`src/rtl/backprop_node_to_input_layer.sv`:
```
`default_nettype none
// ============================================================================
// Module   : backprop_node_to_input_layer
// Purpose  : Backward pass of an input-layer node. Buffers the three forward
//            input samples, takes the back-propagated error delta, applies the
//            activation derivative, and streams lr * delta' * x_i for i = 0..2.
// Options  : BACKPROP_LRELU_DERIV_EN - when defined, applies the leaky-ReLU
//            derivative using i_preact; otherwise the derivative is linear.
// Revision : 1.0 - initial release
// ============================================================================

// FP32 multiplier, 7-cycle latency (input register + 6 result stages).
// Denormal operands are treated as zero; results round to nearest even.
module multiplier_floating_point32 (
    input  logic        clk,
    input  logic        rst_n,
    input  logic        valid_in,
    input  logic [31:0] a,
    input  logic [31:0] b,
    output logic [31:0] result,
    output logic        valid_out
);
    localparam int STAGES = 7;

    logic [31:0]        a_q, b_q;
    logic               v_q;
    logic [31:0]        res_q [STAGES-1];
    logic [STAGES-2:0]  vld_q;

    logic [47:0]        w_prod;
    logic [23:0]        w_mant, w_mant_r;
    logic               w_rnd, w_sign;
    logic signed [9:0]  w_exp;
    logic               w_a_nan, w_b_nan, w_a_inf, w_b_inf, w_a_zero, w_b_zero;
    logic [31:0]        w_res;

    // Product, normalisation, rounding and special-value handling
    always_comb begin
        w_sign   = a_q[31] ^ b_q[31];
        w_a_nan  = (&a_q[30:23]) & (|a_q[22:0]);
        w_b_nan  = (&b_q[30:23]) & (|b_q[22:0]);
        w_a_inf  = (&a_q[30:23]) & ~(|a_q[22:0]);
        w_b_inf  = (&b_q[30:23]) & ~(|b_q[22:0]);
        w_a_zero = ~(|a_q[30:23]);
        w_b_zero = ~(|b_q[30:23]);
        w_prod   = 48'({1'b1, a_q[22:0]}) * 48'({1'b1, b_q[22:0]});
        if (w_prod[47]) begin
            w_mant = {1'b0, w_prod[46:24]};
            w_rnd  = w_prod[23] & ((|w_prod[22:0]) | w_prod[24]);
            w_exp  = $signed({2'b00, a_q[30:23]}) + $signed({2'b00, b_q[30:23]}) - 10'sd126;
        end else begin
            w_mant = {1'b0, w_prod[45:23]};
            w_rnd  = w_prod[22] & ((|w_prod[21:0]) | w_prod[23]);
            w_exp  = $signed({2'b00, a_q[30:23]}) + $signed({2'b00, b_q[30:23]}) - 10'sd127;
        end
        w_mant_r = w_mant + {23'd0, w_rnd};
        if (w_mant_r[23]) begin
            w_exp = w_exp + 10'sd1;
        end
        if (w_a_nan | w_b_nan | (w_a_inf & w_b_zero) | (w_b_inf & w_a_zero)) begin
            w_res = 32'h7FC0_0000;
        end else if (w_a_inf | w_b_inf) begin
            w_res = {w_sign, 8'hFF, 23'd0};
        end else if (w_a_zero | w_b_zero) begin
            w_res = {w_sign, 31'd0};
        end else if (w_exp >= 10'sd255) begin
            w_res = {w_sign, 8'hFF, 23'd0};
        end else if (w_exp <= 10'sd0) begin
            w_res = {w_sign, 31'd0};
        end else begin
            w_res = {w_sign, w_exp[7:0], w_mant_r[22:0]};
        end
    end

    // Operand capture followed by a plain result delay line
    always_ff @(posedge clk or negedge rst_n) begin
        if (!rst_n) begin
            a_q   <= '0;
            b_q   <= '0;
            v_q   <= 1'b0;
            vld_q <= '0;
            for (int i = 0; i < STAGES - 1; i++) begin
                res_q[i] <= '0;
            end
        end else begin
            a_q      <= a;
            b_q      <= b;
            v_q      <= valid_in;
            res_q[0] <= w_res;
            vld_q[0] <= v_q;
            for (int i = 1; i < STAGES - 1; i++) begin
                res_q[i] <= res_q[i-1];
                vld_q[i] <= vld_q[i-1];
            end
        end
    end

    assign result    = res_q[STAGES-2];
    assign valid_out = vld_q[STAGES-2];
endmodule

module backprop_node_to_input_layer #(
    parameter int DATA_WIDTH  = 32,
    parameter int LRELU_SHIFT = 7,
    parameter int LR_SHIFT    = 10
) (
    input  logic                  clk,
    input  logic                  rst_n,
    input  logic                  i_valid,
    input  logic [DATA_WIDTH-1:0] i_data,
    input  logic                  i_delta_valid,
    input  logic [DATA_WIDTH-1:0] i_delta,
    input  logic [DATA_WIDTH-1:0] i_preact,
    output logic                  o_ready,
    output logic [DATA_WIDTH-1:0] o_data,
    output logic                  o_valid,
    output logic                  o_last
);
    typedef enum logic [2:0] {
        LOAD0      = 3'd0,
        LOAD1      = 3'd1,
        LOAD2      = 3'd2,
        WAIT_DELTA = 3'd3,
        ISSUE      = 3'd4,
        DRAIN      = 3'd5
    } state_t;

    state_t                state_q, state_d;
    logic [DATA_WIDTH-1:0] x_q [3];
    logic [DATA_WIDTH-1:0] delta_q, w_delta_d;
    logic [1:0]            iss_cnt_q, out_cnt_q;
    logic [DATA_WIDTH-1:0] mul_a_q, mul_b_q;
    logic                  mul_v_q;
    logic [DATA_WIDTH-1:0] w_mul_res;
    logic                  w_mul_vout, w_mul_v;
    logic [DATA_WIDTH-1:0] o_data_q;
    logic                  o_valid_q, o_last_q;
    logic                  w_ready, w_take_x, w_take_d;
    logic                  w_unused;

    // Power-of-two down-scaling by exponent adjustment; underflow flushes to signed zero
    function automatic logic [31:0] pow2scale(input logic [31:0] v, input int s);
        logic [7:0] e;
        e = v[30:23];
        if (e == 8'hFF) begin
            return v;
        end else if (e == 8'h00 || int'(e) <= s) begin
            return {v[31], 31'd0};
        end else begin
            return {v[31], e - 8'(s), v[22:0]};
        end
    endfunction

`ifdef BACKPROP_LRELU_DERIV_EN
    assign w_delta_d = i_preact[DATA_WIDTH-1] ? pow2scale(i_delta, LRELU_SHIFT) : i_delta;
`else
    assign w_delta_d = i_delta;
`endif
    // Only the sign of the pre-activation matters, and only in the leaky-ReLU build
    assign w_unused = ^{i_preact, 32'(LRELU_SHIFT)};

    assign w_ready  = (state_q == LOAD0) || (state_q == LOAD1) ||
                      (state_q == LOAD2) || (state_q == WAIT_DELTA);
    assign w_take_x = i_valid && w_ready && (state_q != WAIT_DELTA);
    assign w_take_d = i_delta_valid && (state_q == WAIT_DELTA);
    // Results still in the multiplier pipe are dropped while reset is held
    assign w_mul_v  = w_mul_vout & rst_n;

    // Next-state logic
    always_comb begin
        state_d = state_q;
        case (state_q)
            LOAD0:      if (w_take_x) state_d = LOAD1;
            LOAD1:      if (w_take_x) state_d = LOAD2;
            LOAD2:      if (w_take_x) state_d = WAIT_DELTA;
            WAIT_DELTA: if (w_take_d) state_d = ISSUE;
            ISSUE:      if (iss_cnt_q == 2'd2) state_d = DRAIN;
            DRAIN:      if (o_last_q) state_d = LOAD0;
            default:    state_d = LOAD0;
        endcase
    end

    // State register
    always_ff @(posedge clk or negedge rst_n) begin
        if (!rst_n) begin
            state_q <= LOAD0;
        end else begin
            state_q <= state_d;
        end
    end

    // Sample buffer; contents are meaningless until written, so it has no reset
    always_ff @(posedge clk) begin
        if (w_take_x) begin
            x_q[state_q[1:0]] <= i_data;
        end
    end

    // Derivative capture, multiplier issue and scaled result registration
    always_ff @(posedge clk or negedge rst_n) begin
        if (!rst_n) begin
            delta_q   <= '0;
            iss_cnt_q <= 2'd0;
            mul_a_q   <= '0;
            mul_b_q   <= '0;
            mul_v_q   <= 1'b0;
            out_cnt_q <= 2'd0;
            o_data_q  <= '0;
            o_valid_q <= 1'b0;
            o_last_q  <= 1'b0;
        end else begin
            if (w_take_d) begin
                delta_q <= w_delta_d;
            end
            iss_cnt_q <= (state_q == ISSUE) ? iss_cnt_q + 2'd1 : 2'd0;
            mul_v_q   <= (state_q == ISSUE);
            mul_a_q   <= delta_q;
            mul_b_q   <= x_q[iss_cnt_q];
            o_valid_q <= w_mul_v;
            o_last_q  <= w_mul_v && (out_cnt_q == 2'd2);
            if (w_mul_v) begin
                o_data_q  <= pow2scale(w_mul_res, LR_SHIFT);
                out_cnt_q <= (out_cnt_q == 2'd2) ? 2'd0 : out_cnt_q + 2'd1;
            end
        end
    end

    multiplier_floating_point32 u_mul (
        .clk       (clk),
        .rst_n     (rst_n),
        .valid_in  (mul_v_q),
        .a         (mul_a_q),
        .b         (mul_b_q),
        .result    (w_mul_res),
        .valid_out (w_mul_vout)
    );

    assign o_ready = w_ready;
    assign o_data  = o_data_q;
    assign o_valid = o_valid_q;
    assign o_last  = o_last_q;
endmodule
`default_nettype wire
```
`config.mk`:
```
export PLATFORM = sky130hd
export DESIGN_NAME = backprop_node_to_input_layer
export DESIGN_NICKNAME = d
export VERILOG_FILES = /design/src/rtl/backprop_node_to_input_layer.sv
export SDC_FILE = /design/constraint.sdc
export NUM_CORES = 2
export LEC_CHECK = 0
export CAP_MARGIN = 40
export CORE_AREA = 2 2 307 309
export DETAILED_ROUTE_END_ITERATION = 10
export DIE_AREA = 0 0 309 311
export PLACE_DENSITY = 0.62
export SLEW_MARGIN = 20
export SYNTH_ARGS = -nofsm -noshare
export SYNTH_HDL_FRONTEND = slang
export SYNTH_SLANG_ARGS = --single-unit
```
`constraint.sdc`:
```
create_clock -name clk -period 16.9 [get_ports clk]
set_clock_uncertainty 0.2 [all_clocks]
set_input_delay 1.69 -clock clk [delete_from_list [all_inputs] [get_ports clk]]
set_output_delay 1.69 -clock clk [all_outputs]
set_load 0.05 [all_outputs]
```
==> results.cfg <==
[status]
status = completed

[route]
postRouteAntennaNets = 0
wl_per_cell_um = 17.9
drc = 0
first_pass_iters = 7
drt_wl_total_um = 85200
drt_iter0_markers = 1398
avgViaCountPerCell = 5.01
vias = 23818

[clock_tree]
holdBufCountCts = 0
numCtsBuffers = 48
ctsResizeCount = 0
clockRootBuffer = clkbuf_16
path_clk_slew_ns = 0.06
cts_tree = yes
cts.sinks = 497
cts_max_path_buffers = 3
postCtsSetupBuffers = 0
htreeDepth = 2
clk_latency_ns = 0.61

[sta]
rsz0062_at_grt = no
maxClockFrequency_mhz = 87.7
period_share_pct = 67.5
fin_setup_tns_ns = 0
tightest_slew_ns = 1.03
min_period_ns = 11.40
setup_ws_ns = 5.50
hold_viol = 0
max_slew_margin_pct = 31.5
finalSetupViolCount = 0
fin_hold_ws_ns = 0.133
slew_violations = 0

[die]
std_cell_rows = 112
pin_count = 135
die-area_mm2 = 0.0961
die_h_um = 311
core_mm2 = 0.0928
die_w_um = 309
initial_core_util_pct = 39.8

[cells_and_area]
syn_to_final_growth_pct = 11.7
fillers = 8754
layout.cells.non_filler = 4755
layout-drive-gt1-share_pct = 6.97
fin_nets = 4233
diodes = 0

[critical_path]
path_max_fanout = 23
cp.buffers_inverters = 7
slowest_delay_ns = 0.56
worstSetupStartpointType = flop
cp.arrival_ns = 11.69
path_depth = 34
worstSetupPathType = flop to flop
crit_family = adder cells
cp_common_cell = fa_1
required_ns = 17.19
end_kind = flop
crit_slowest_cell = fa_1
r2r.worst_path.cells = 34

[placement]
dp_worst_setup_slack_ns = 5.63
portBuffers = 102
place_congestion = 0.905
hpwl_um = 62300
place_inst = 4664

[logic_synthesis]
async_flop_share_pct = 80.7
synthesis.area_mm2 = 0.0369
post_synth.cell_area_avg_um2 = 10.9
ys_seq_area_share_pct = 35.0
synth_edf_count = 96
synth_seq_cells = 497
synth_top_area_share_pct = 27.2
synthFlopType = dfrtp_1
syn_nets = 4172
yosys_warnings = 0
yosysUniqueCellTypes = 99
ys_top_cells_by_area = dfrtp_1, fa_1, edfxtp_1, ha_1, inv_1
synthCells = 3401
yosysTopAreaCell = dfrtp_1

[worst_hold_path]
hp-class = flop to flop
whs_path_depth = 0

[global_routing]
grt_util_all_layers_pct = 18.5
grt_pass1_wl_um = 140000
overflow = 0
grt_max_degree = 191
antenna_found_initial = 0
grt_pass1_vias = 25451

[flow_run]
cap_violations = 0
==> placed cells by master (no fill, tap or decap), types with 24 or more instances in the layout <==
cell type and count:
and2_1 271, dfrtp_1 399, mux2_2 34, mux2i_1 46, nand2_1 360, o21ai_0 84, edfxtp_1 96, ha_1 188
nor4_1 24, clkbuf_16 51, a22o_1 33, clkdlybuf4s50_1 101, nand3_1 31, fa_1 483, buf_4 50, nor3_1 32
a21oi_1 69, inv_1 614, nor2_1 112, xnor2_1 61
==> worst register-to-register path, delay by kind of cell (launching register included) <==
kind                       cells  cell delay, ns
AOI/OAI and AO/OA              9            2.41
and+or+nand+nor                8            2.53
DFF                            1            0.32
adders and majority gates      9            4.22
buffers and inverters          7            1.25
muxes                          1            0.37
==> layout make-up <==
| cell class | instances | area, um^2 | area share, % |
|---|---|---|---|
| Clock buffer | 67 | 1400 | 3.39 |
| Clock inverter | 22 | 333 | 0.807 |
| Inverter | 620 | 2330 | 5.65 |
| Multi-Input combinational cell | 2130 | 21000 | 51.0 |
| Sequential cell | 497 | 12900 | 31.3 |
| Tap cell | 1254 | 1570 | 3.81 |
| Timing Repair Buffer | 165 | 1640 | 3.97 |
==> synth_stat cells (31+ instances only) <==
cell      count
edfxtp_1     96
nor3_1       33
and2_1      271
inv_1       614
clkbuf_1    123
a21oi_1      70
mux2_2       34
xnor2_1      61
nor2_1      112
mux2i_1      46
fa_1        483
a22o_1       33
nand3_1      31
dfrtp_1     401
nand2_1     360
o21ai_0      84
ha_1        188
==> final timing paths <==
check                                           from                    endpoint  slack, ns
min reg2reg                u_mul.res_q[89]$_DFF_PN0_   u_mul.res_q[57]$_DFF_PN0_       0.13
max reg2reg                   u_mul.b_q[0]$_DFF_PN0_  u_mul.res_q[171]$_DFF_PN0_       5.50
min                        u_mul.res_q[89]$_DFF_PN0_   u_mul.res_q[57]$_DFF_PN0_       0.13
min in group asynchronous                      rst_n      o_data[29]$_DFFE_PN0P_       0.83
max in group asynchronous                      rst_n      u_mul.a_q[4]$_DFF_PN0_      14.04
max                           u_mul.b_q[0]$_DFF_PN0_  u_mul.res_q[171]$_DFF_PN0_       5.50
==> sequential cells by signal, indices dropped and copies added, names as in the netlist, 2 cells and up <==
| register | cells |
|---|---|
| u_mul.vld_q | 6 |
| state_q | 3 |
| u_mul.a_q | 32 |
| out_cnt_q | 2 |
| u_mul.result | 32 |
| o_data | 32 |
| delta_q | 32 |
| mul_b_q | 32 |
| u_mul.b_q | 32 |
| iss_cnt_q | 2 |
| x_q | 96 |
| mul_a_q | 32 |
| u_mul.res_q | 160 |
==> stage by stage <==
stage                     util (%)  cell area, um^2
after global routing          44.4            41200
after CTS                     44.4            41200
after floorplan                  -            36900
final                         44.4            41200
after detailed placement      42.5            39500
after global placement        42.3            39300
==> metal layers <==
metal	track usage (%)	vias to the layer above	wire, um
met2	30.8	655	40700
met3	3.09	151	4950
met1	24.6	12202	37000
li1	-	10810	-
met4	5.66	0	2610
met5	0	-	0
==> cells by family after synthesis <==
kind of cell,share of synthesized area (%)
DFF,35.0
xor gates and xnor gates,2.14
AOI/OAI and AO/OA,6.48
adders and majority gates,32.6
muxes,2.31
and+or+nand+nor,13.4
buffers and inverters,8.08
Power is left out: the tool's default activity adds up to more than one toggle a clock period on the data nets, which glitch-free logic cannot reach.
